$ cat src/rtl/gray_conv_pkg.sv
// Shared types and default widths for the Gray-converting round-robin arbiter.
package gray_conv_pkg;

  typedef enum logic {
    EMPTY = 1'b0,
    FULL  = 1'b1
  } state_t;

  localparam int DEF_W  = 4;
  localparam int DEF_CW = 8;

endpackage

$ cat src/rtl/gray_conv_arbiter_if.sv
// Two requester ports and one result port of the Gray converter arbiter.
interface gray_conv_arbiter_if
  import gray_conv_pkg::*;
#(
  parameter int W = DEF_W
);
  logic         req0_valid;
  logic [W-1:0] req0_bin;
  logic         req0_ready;
  logic         req1_valid;
  logic [W-1:0] req1_bin;
  logic         req1_ready;
  logic         out_valid;
  logic         out_ready;
  logic [W-1:0] out_gray;
  logic         out_id;

  modport master (
    output req0_valid, req0_bin, req1_valid, req1_bin, out_ready,
    input  req0_ready, req1_ready, out_valid, out_gray, out_id
  );

  modport slave (
    input  req0_valid, req0_bin, req1_valid, req1_bin, out_ready,
    output req0_ready, req1_ready, out_valid, out_gray, out_id
  );
endinterface

$ cat src/rtl/bin2gray_core.sv
// Combinational binary to reflected-Gray converter.
module bin2gray_core
  import gray_conv_pkg::*;
#(
  parameter int W = DEF_W
) (
  input  logic [W-1:0] bin,
  output logic [W-1:0] gray
);

  // MSB passes through; every lower bit is the XOR with its upper neighbour.
  assign gray = bin ^ (bin >> 1);

endmodule

$ cat src/rtl/gray_conv_arbiter.sv
// Round-robin arbiter feeding one shared Gray converter into a single-entry
// output register, with saturating per-requester grant counters.
module gray_conv_arbiter
  import gray_conv_pkg::*;
#(
  parameter int W  = DEF_W,
  parameter int CW = DEF_CW
) (
  input  logic                 clk,
  input  logic                 rst,
  gray_conv_arbiter_if.slave   bus,
  output logic [CW-1:0]        gnt_cnt0,
  output logic [CW-1:0]        gnt_cnt1
);

  state_t       state;
  state_t       next_state;
  logic         prio;
  logic         full;
  logic         any_valid;
  logic         load_en;
  logic         gnt_id;
  logic [W-1:0] sel_bin;
  logic [W-1:0] conv_gray;
  logic [W-1:0] gray_q;
  logic         id_q;

  assign full      = (state == FULL);
  assign any_valid = bus.req0_valid | bus.req1_valid;
  // Reset gates acceptance so nothing is taken while the block is being cleared.
  assign load_en   = (!full | bus.out_ready) & any_valid & !rst;
  assign gnt_id    = (bus.req0_valid & bus.req1_valid) ? prio : bus.req1_valid;
  assign sel_bin   = gnt_id ? bus.req1_bin : bus.req0_bin;

  assign bus.req0_ready = load_en & !gnt_id;
  assign bus.req1_ready = load_en &  gnt_id;
  assign bus.out_valid  = full;
  assign bus.out_gray   = gray_q;
  assign bus.out_id     = id_q;

  bin2gray_core #(.W(W)) u_core (
    .bin  (sel_bin),
    .gray (conv_gray)
  );

  always_ff @(posedge clk) begin
    if (rst) state <= EMPTY;
    else     state <= next_state;
  end

  always_comb begin
    next_state = state;
    case (state)
      EMPTY: if (load_en) next_state = FULL;
      FULL:  if (bus.out_ready && !load_en) next_state = EMPTY;
    endcase
  end

  always_ff @(posedge clk) begin
    if (rst) begin
      gray_q   <= '0;
      id_q     <= 1'b0;
      prio     <= 1'b0;
      gnt_cnt0 <= '0;
      gnt_cnt1 <= '0;
    end else if (load_en) begin
      gray_q <= conv_gray;
      id_q   <= gnt_id;
      prio   <= ~gnt_id;
      if (!gnt_id && gnt_cnt0 != '1) gnt_cnt0 <= gnt_cnt0 + 1'b1;
      if ( gnt_id && gnt_cnt1 != '1) gnt_cnt1 <= gnt_cnt1 + 1'b1;
    end
  end

endmodule

$ cat src/flat_wrapper.sv
// flat-port wrapper written by rule: the top's interface ports become plain ports
module gray_conv_arbiter_flat import gray_conv_pkg::*;
#(
  parameter int W  = DEF_W,
  parameter int CW = DEF_CW
)
  (clk, rst, gnt_cnt0, gnt_cnt1, bus_req0_valid, bus_req0_bin, bus_req1_valid, bus_req1_bin, bus_out_ready, bus_req0_ready, bus_req1_ready, bus_out_valid, bus_out_gray, bus_out_id);
  gray_conv_arbiter_if #(.W(W)) bus_i ();
  input  logic clk;
  input  logic rst;
  output logic [CW-1:0] gnt_cnt0;
  output logic [CW-1:0] gnt_cnt1;
  input wire logic [$bits(bus_i.req0_valid)-1:0] bus_req0_valid;
  input wire logic [$bits(bus_i.req0_bin)-1:0] bus_req0_bin;
  input wire logic [$bits(bus_i.req1_valid)-1:0] bus_req1_valid;
  input wire logic [$bits(bus_i.req1_bin)-1:0] bus_req1_bin;
  input wire logic [$bits(bus_i.out_ready)-1:0] bus_out_ready;
  output wire logic [$bits(bus_i.req0_ready)-1:0] bus_req0_ready;
  output wire logic [$bits(bus_i.req1_ready)-1:0] bus_req1_ready;
  output wire logic [$bits(bus_i.out_valid)-1:0] bus_out_valid;
  output wire logic [$bits(bus_i.out_gray)-1:0] bus_out_gray;
  output wire logic [$bits(bus_i.out_id)-1:0] bus_out_id;
  assign bus_i.req0_valid = bus_req0_valid;
  assign bus_i.req0_bin = bus_req0_bin;
  assign bus_i.req1_valid = bus_req1_valid;
  assign bus_i.req1_bin = bus_req1_bin;
  assign bus_i.out_ready = bus_out_ready;
  assign bus_req0_ready = bus_i.req0_ready;
  assign bus_req1_ready = bus_i.req1_ready;
  assign bus_out_valid = bus_i.out_valid;
  assign bus_out_gray = bus_i.out_gray;
  assign bus_out_id = bus_i.out_id;
  gray_conv_arbiter #(.W(W), .CW(CW)) u_core (.clk(clk), .rst(rst), .bus(bus_i), .gnt_cnt0(gnt_cnt0), .gnt_cnt1(gnt_cnt1));
endmodule
$ cat config.mk
export PLATFORM = sky130hd
export DESIGN_NAME = gray_conv_arbiter_flat
export DESIGN_NICKNAME = d
export VERILOG_FILES = /design/src/rtl/gray_conv_pkg.sv /design/src/rtl/gray_conv_arbiter_if.sv /design/src/rtl/bin2gray_core.sv /design/src/rtl/gray_conv_arbiter.sv /design/src/flat_wrapper.sv
export SDC_FILE = /design/constraint.sdc
export NUM_CORES = 1
export LEC_CHECK = 0
export CORE_ASPECT_RATIO = 0.7
export CORE_MARGIN = 2
export CORE_UTILIZATION = 47
export DETAILED_ROUTE_END_ITERATION = 6
export PLACE_DENSITY = 0.86
export SYNTH_ARGS = -nofsm -noshare
export SYNTH_HDL_FRONTEND = slang
export SYNTH_SLANG_ARGS = --single-unit
$ cat constraint.sdc
create_clock -name clk -period 3.38 [get_ports clk]
set_input_delay 0.676 -clock clk [delete_from_list [all_inputs] [get_ports clk]]
set_output_delay 0.676 -clock clk [all_outputs]
set_load 0.01 [all_outputs]
==> flow_summary.json, run 1 <==
{
  "setup_viol": 0,
  "place_ws_ps": 187,
  "max-slew-margin-rel_pct": 45.5,
  "drtIter0Drc": 75,
  "clock-sinks": 23,
  "slowest_stage": "or4_1",
  "yosysTopAreaCell": "dfxtp_1",
  "diodes": 0,
  "synth.yosys.warnings": 0,
  "root_buffer": "clkbuf_4",
  "grt_pass1_vias": 1138,
  "grt_max_degree": 15,
  "synth_edf_count": 0,
  "criticalPathCategory": "input pin to primary output",
  "status": "finished clean",
  "fp-row-count": 14,
  "worst_slew_pin_slew_ps": 811,
  "maxCapViolCount": 0,
  "slowest_delay_ps": 560,
  "hpwlAfterDp_mm": 2.31,
  "first_pass_iters": 4,
  "htree_levels": 1,
  "holdPathStages": 2,
  "worstPathCellList": "clkdlybuf4s50_1 > inv_2 > or4_1 > inv_1 > clkdlybuf4s50_1",
  "comb_power_share_pct": 18.0,
  "dieArea_mm2": 0.00287,
  "power_density_mw_per_mm2": 319,
  "cts_buffer_depth": 2,
  "wl_per_cell_um": 14.9,
  "pwr-share-seq_pct": 56.9,
  "synth_ff_type": "dfxtp_1",
  "port_buffers": 36,
  "dp.cells": 201,
  "synth_seq_cells": 23,
  "internal_power_mw": 0.376,
  "synth_nets": 149,
  "synth_cell_types": 34,
  "post_synth.cell_area_avg_um2": 8.61,
  "grt_use_total_pct": 21.9,
  "p_sw_share_pct": 25.8,
  "peakVddDrop_v": 0.000311,
  "io_pins": 37,
  "via_per_inst": 5.90,
  "yosysSeqAreaShare_pct": 39.9,
  "route.vias.total": 1210,
  "path_common_cell": "clkdlybuf4s50_1",
  "yosysTopAreaCellShare_pct": 39.9,
  "rsz0062_at_grt": "false",
  "yosysMostFrequentCell": "dfxtp_1",
  "routabilityCongestion": 0.838,
  "crit_required_ps": 2700,
  "cellLeakagePower_nw": 0.563,
  "die_w_um": 63.2,
  "power.switching_mw": 0.131,
  "grt.overflow.total": 0,
  "drc": 0,
  "drive_above_1_share_pct": 4.62,
  "cts_made_buffers": 3,
  "fmaxAchievable_mhz": 312,
  "fin_cells": 205,
  "die_h_um": 45.5,
  "worstHoldPathType": "flip-flop to flip-flop",
  "finalCritPeriodShare_pct": 94.9,
  "antenna_found_initial": 0,
  "power.share.clock_pct": 25.1,
  "synthTopCellsByArea": "dfxtp_1, a21oi_1, o311ai_0, mux2i_1, o41ai_1",
  "synthTopCellsByCount": "dfxtp_1, a21oi_1, nand2_1",
  "hold_viol_final": 0,
  "synthToLayoutAreaGrowth_pct": 37.7,
  "layout_setup_ws_ps": 172,
  "fin_nets": 189,
  "grt_pass1_wl_mm": 4.88,
  "period_needed_ps": 3210,
  "cts.repair.resized": 0,
  "tns_ps": 0,
  "cts_tree": "built",
  "reg2regPathDepth": 5,
  "clk_latency_ps": 310,
  "critPathMaxFanout": 4,
  "postRouteAntennaNets": 0,
  "post_cts_buffers": 0,
  "syn-cell-area_mm2": 0.00115,
  "holdBufCountCts": 0,
  "worstSetupStartpointType": "input pin",
  "cp.arrival_ps": 2530,
  "routed_wl_mm": 3.05,
  "final_max_slew_viol_count": 0,
  "fin_skew_ps": 1.56,
  "core_mm2": 0.00224,
  "clk_pin_slew_ps": 120,
  "start_util_pct": 51.5,
  "synthCells": 134,
  "cp-end-kind": "primary output",
  "async_flop_share_pct": 0
}
[layout make-up]
class / count / area, um2
clock buffer: 4 / 26.3
inverter: 6 / 22.5
tap: 32 / 40.0
sequential: 23 / 460
multi-input combinational: 100 / 649
timing repair buffer: 40 / 390
fill: 197 / 653
[power groups by stage]
stage | registers, mW | clock network, mW | logic [mW]
2_1_floorplan | 0.298 | 0 | 0.0364
3_3_place_gp | 0.293 | 0 | 0.0876
3_5_place_dp | 0.294 | 0 | 0.0901
4_1_cts | 0.288 | 0.130 | 0.0906
5_1_grt | 0.290 | 0.143 | 0.0973
6_report | 0.289 | 0.127 | 0.0913
[kinds of logic (layout without fill, tap and decap cells)]
kind of cell / count (synthesis) / count (layout) / share of synthesized area, %
xor gates and xnor gates: 6 / 6 / 4.56
muxes: 5 / 5 / 4.34
AOI/OAI and AO/OA: 36 / 36 / 21.0
DFF: 23 / 23 / 39.9
and+or+nand+nor: 51 / 51 / 24.2
buffers and inverters: 11 / 50 / 3.80
adders and majority gates: 2 / 2 / 2.17
[routing by layer]
layer  global-route usage (%)  vias up  share of wire [%]
met5                        0        -                  0
met2                     42.1       42                 48
met3                     5.45        2                6.3
li1                         -      589                  -
met1                     25.5      577                 45
met4                     4.78        0               0.33
[worst max-delay path: cells and delay by family]
kind / cells / cell delay [ps]
and+or+nand+nor: 1 / 560
buffers and inverters: 4 / 1290
[flip-flops by register name, summed over array words and instances (netlist names)]
signal / cells
u_core.gnt_cnt0: 8
u_core.gnt_cnt1: 8
u_core.bus.out_gray: 4
u_core.bus.out_id: 1
u_core.bus.out_valid: 1
u_core.prio: 1
[final timing paths]
kind                                from                endpoint  slack, ps
setup / recovery          bus_req1_valid          bus_req1_ready        170
hold / removal    u_core.bus.out_gray[3]  u_core.bus.out_gray[3]        470
setup reg to reg    u_core.bus.out_valid      u_core.gnt_cnt1[3]       1440
hold reg to reg   u_core.bus.out_gray[3]  u_core.bus.out_gray[3]        470
[cells in the final DEF, fill, tap and decap left out, drive strengths merged, types with 2 or more instances in the layout]
master         synthesis  routed
nor2                   5       5
o311ai                 6       6
inv                    6       6
clkdlybuf4s50          0      36
or3                    2       2
clkbuf                 3       4
and3                   4       4
nand3                  6       6
dfxtp                 23      23
and4                   2       2
a21oi                 13      13
nand4                  3       3
o41ai                  5       5
or4                    3       3
mux2i                  5       5
o31ai                  3       3
nor2b                  3       3
xnor2                  3       3
nand3b                 2       2
nand2                 10      10
xor2                   3       3
nand2b                 2       2
nor3                   6       6
buf                    2       4
ha                     2       2
o21ai                  4       4
[through the flow]
stage                     hold slack, ps  utilization [%]  total power [mW]  cell area [um2]
after floorplan                      464                -             0.334             1150
after CTS                            475             70.9             0.510             1590
after global placement               445             69.7             0.381             1560
after detailed placement             456             69.7             0.384             1560
final                                469             70.9             0.507             1590
after global routing                 501             70.9             0.530             1590
Note: power is estimated with default switching activity, not from simulation.
==> run 2: changes to the inputs <==
Settings changed: CAP_MARGIN set to 10, CORE_MARGIN 2 to 4.
==> flow_summary.json, run 2 (synthesis results as in run 1) <==
{
  "crit_required_ps": 2700,
  "grt.busiest_layer": "met2",
  "cts.repair.resized": 0,
  "drc": 0,
  "core_mm2": 0.00224,
  "drive_above_1_share_pct": 5.20,
  "clk_latency_ps": 330,
  "cts_tree": "built",
  "grt_max_degree": 15,
  "r2r-start": "u_core.bus.out_valid",
  "slowest_stage": "or4_1",
  "first_pass_iters": 4,
  "finalCritPeriodShare_pct": 95.4,
  "hpwlAfterDp_mm": 2.38,
  "power.switching_mw": 0.141,
  "root_buffer": "clkbuf_4",
  "max-slew-margin-rel_pct": 44.4,
  "cellLeakagePower_nw": 0.565,
  "period_needed_ps": 3220,
  "grt.overflow.total": 0,
  "grt_util_met2_pct": 35.6,
  "antenna_found_initial": 0,
  "p_sw_share_pct": 27.3,
  "reg2reg_slack_ps": 1440,
  "die_w_um": 67.2,
  "port_buffers": 36,
  "setup_viol": 0,
  "rsz0062_at_grt": "false",
  "holdBufCountCts": 0,
  "status": "finished clean",
  "grt_util_met3_pct": 6.59,
  "clk_pin_slew_ps": 130,
  "power.share.clock_pct": 26.5,
  "grt_pass1_wl_mm": 5.46,
  "r2r_end": "u_core.gnt_cnt1[6]",
  "layout_commonest_cell": "clkdlybuf4s50_1",
  "peakVddDrop_v": 0.000237,
  "synthToLayoutAreaGrowth_pct": 37.9,
  "wl_per_cell_um": 15.3,
  "die_h_um": 49.5,
  "routed_wl_mm": 3.14,
  "holdPathStages": 2,
  "cts_buffer_depth": 2,
  "critPathMaxFanout": 4,
  "criticalPathCategory": "input pin to primary output",
  "fp-row-count": 14,
  "reg2regPathDepth": 5,
  "fmaxAchievable_mhz": 310,
  "cpLargestDelayFamily": "buffers and inverters",
  "grt_pass1_vias": 1253,
  "worstPathCellList": "clkdlybuf4s50_1 > inv_2 > or4_1 > inv_1 > clkdlybuf4s50_1",
  "post_cts_buffers": 0,
  "cp-end-kind": "primary output",
  "fin_skew_ps": 2.77,
  "grtUsageMet1_pct": 25.1,
  "htree_levels": 1,
  "via_per_inst": 5.88,
  "slowest_delay_ps": 570,
  "diodes": 0,
  "layout.cells.most_common_list": "clkdlybuf4s50_1, dfxtp_1, a21oi_1",
  "comb_power_share_pct": 17.6,
  "clock-sinks": 23,
  "io_pins": 37,
  "routabilityCongestion": 0.815,
  "crit_buf_inv": 4,
  "final_max_slew_viol_count": 0,
  "tns_ps": 0,
  "dieArea_mm2": 0.00332,
  "holdPathEnd": "u_core.bus.out_gray[3]",
  "internal_power_mw": 0.375,
  "postRouteAntennaNets": 0,
  "worstHoldPathType": "flip-flop to flip-flop",
  "fin_nets": 189,
  "start_util_pct": 51.5,
  "hold_viol_final": 0,
  "grt_use_total_pct": 21.6,
  "maxCapViolCount": 0,
  "cp.arrival_ps": 2550,
  "route.vias.total": 1205,
  "path_common_cell": "clkdlybuf4s50_1",
  "worstSetupStartpointType": "input pin",
  "pwr-share-seq_pct": 55.9,
  "cts_made_buffers": 3,
  "hold_path.startpoint": "u_core.bus.out_gray[3]",
  "power_density_mw_per_mm2": 324,
  "final_core_util_pct": 70.9,
  "drtIter0Drc": 68,
  "worst_slew_pin_slew_ps": 828
}
[run 2: worst register-to-register path, delay by kind of cell, from the launching register on]
family / cells / cell delay [ps]
compound gates: 1 / 150
buf+inv: 1 / 210
flops: 1 / 350
simple gates: 3 / 1190
[run 2: power groups by stage]
stage / Clock [mW] / Sequential, mW / Combinational [mW]
4_1_cts: 0.140 / 0.288 / 0.0908
6_report: 0.137 / 0.288 / 0.0907
3_5_place_dp: 0 / 0.294 / 0.0906
2_1_floorplan: 0 / 0.298 / 0.0364
3_3_place_gp: 0 / 0.294 / 0.0880
5_1_grt: 0.151 / 0.290 / 0.0990
[run 2: metal layers]
layer  part of all wire (%)  wire (um)  vias to the layer above
li1                       -          -                      589
met1                     45       1410                      569
met2                     47       1470                       41
met3                    5.6        176                        6
met4                    2.4         76                        0
met5                      0          0                        -
[run 2: area by class of cell]
type	count	area [um2]
Timing Repair Buffer	40	390
Fill cell	196	652
Clock inverter	1	5.00
Sequential cell	23	460
Inverter	6	22.5
Multi-Input combinational cell	100	649
Tap cell	32	40.0
Clock buffer	3	22.5
[run 2: worst max-delay path by stage]
stage	from	endpoint	slack [ps]	cells past startpoint
2_1_floorplan	bus_req0_valid	bus_req1_ready	1240	4
3_3_place_gp	bus_req1_valid	bus_req1_ready	200	5
3_5_place_dp	bus_req1_valid	bus_req1_ready	150	5
4_1_cts	bus_req1_valid	bus_req1_ready	150	5
5_1_grt	bus_req1_valid	bus_req1_ready	30	5
6_report	bus_req1_valid	bus_req1_ready	160	5
[run 2: metrics by stage]
stage	instances	total power, mW	hold slack (ps)	area (um2)	setup slack, ps
floorplan	134	0.334	464	1150	1240
global placement	201	0.382	448	1560	204
detailed placement	201	0.385	453	1560	148
CTS	205	0.519	474	1590	149
global route	205	0.540	505	1590	31.6
finish	205	0.516	469	1590	155
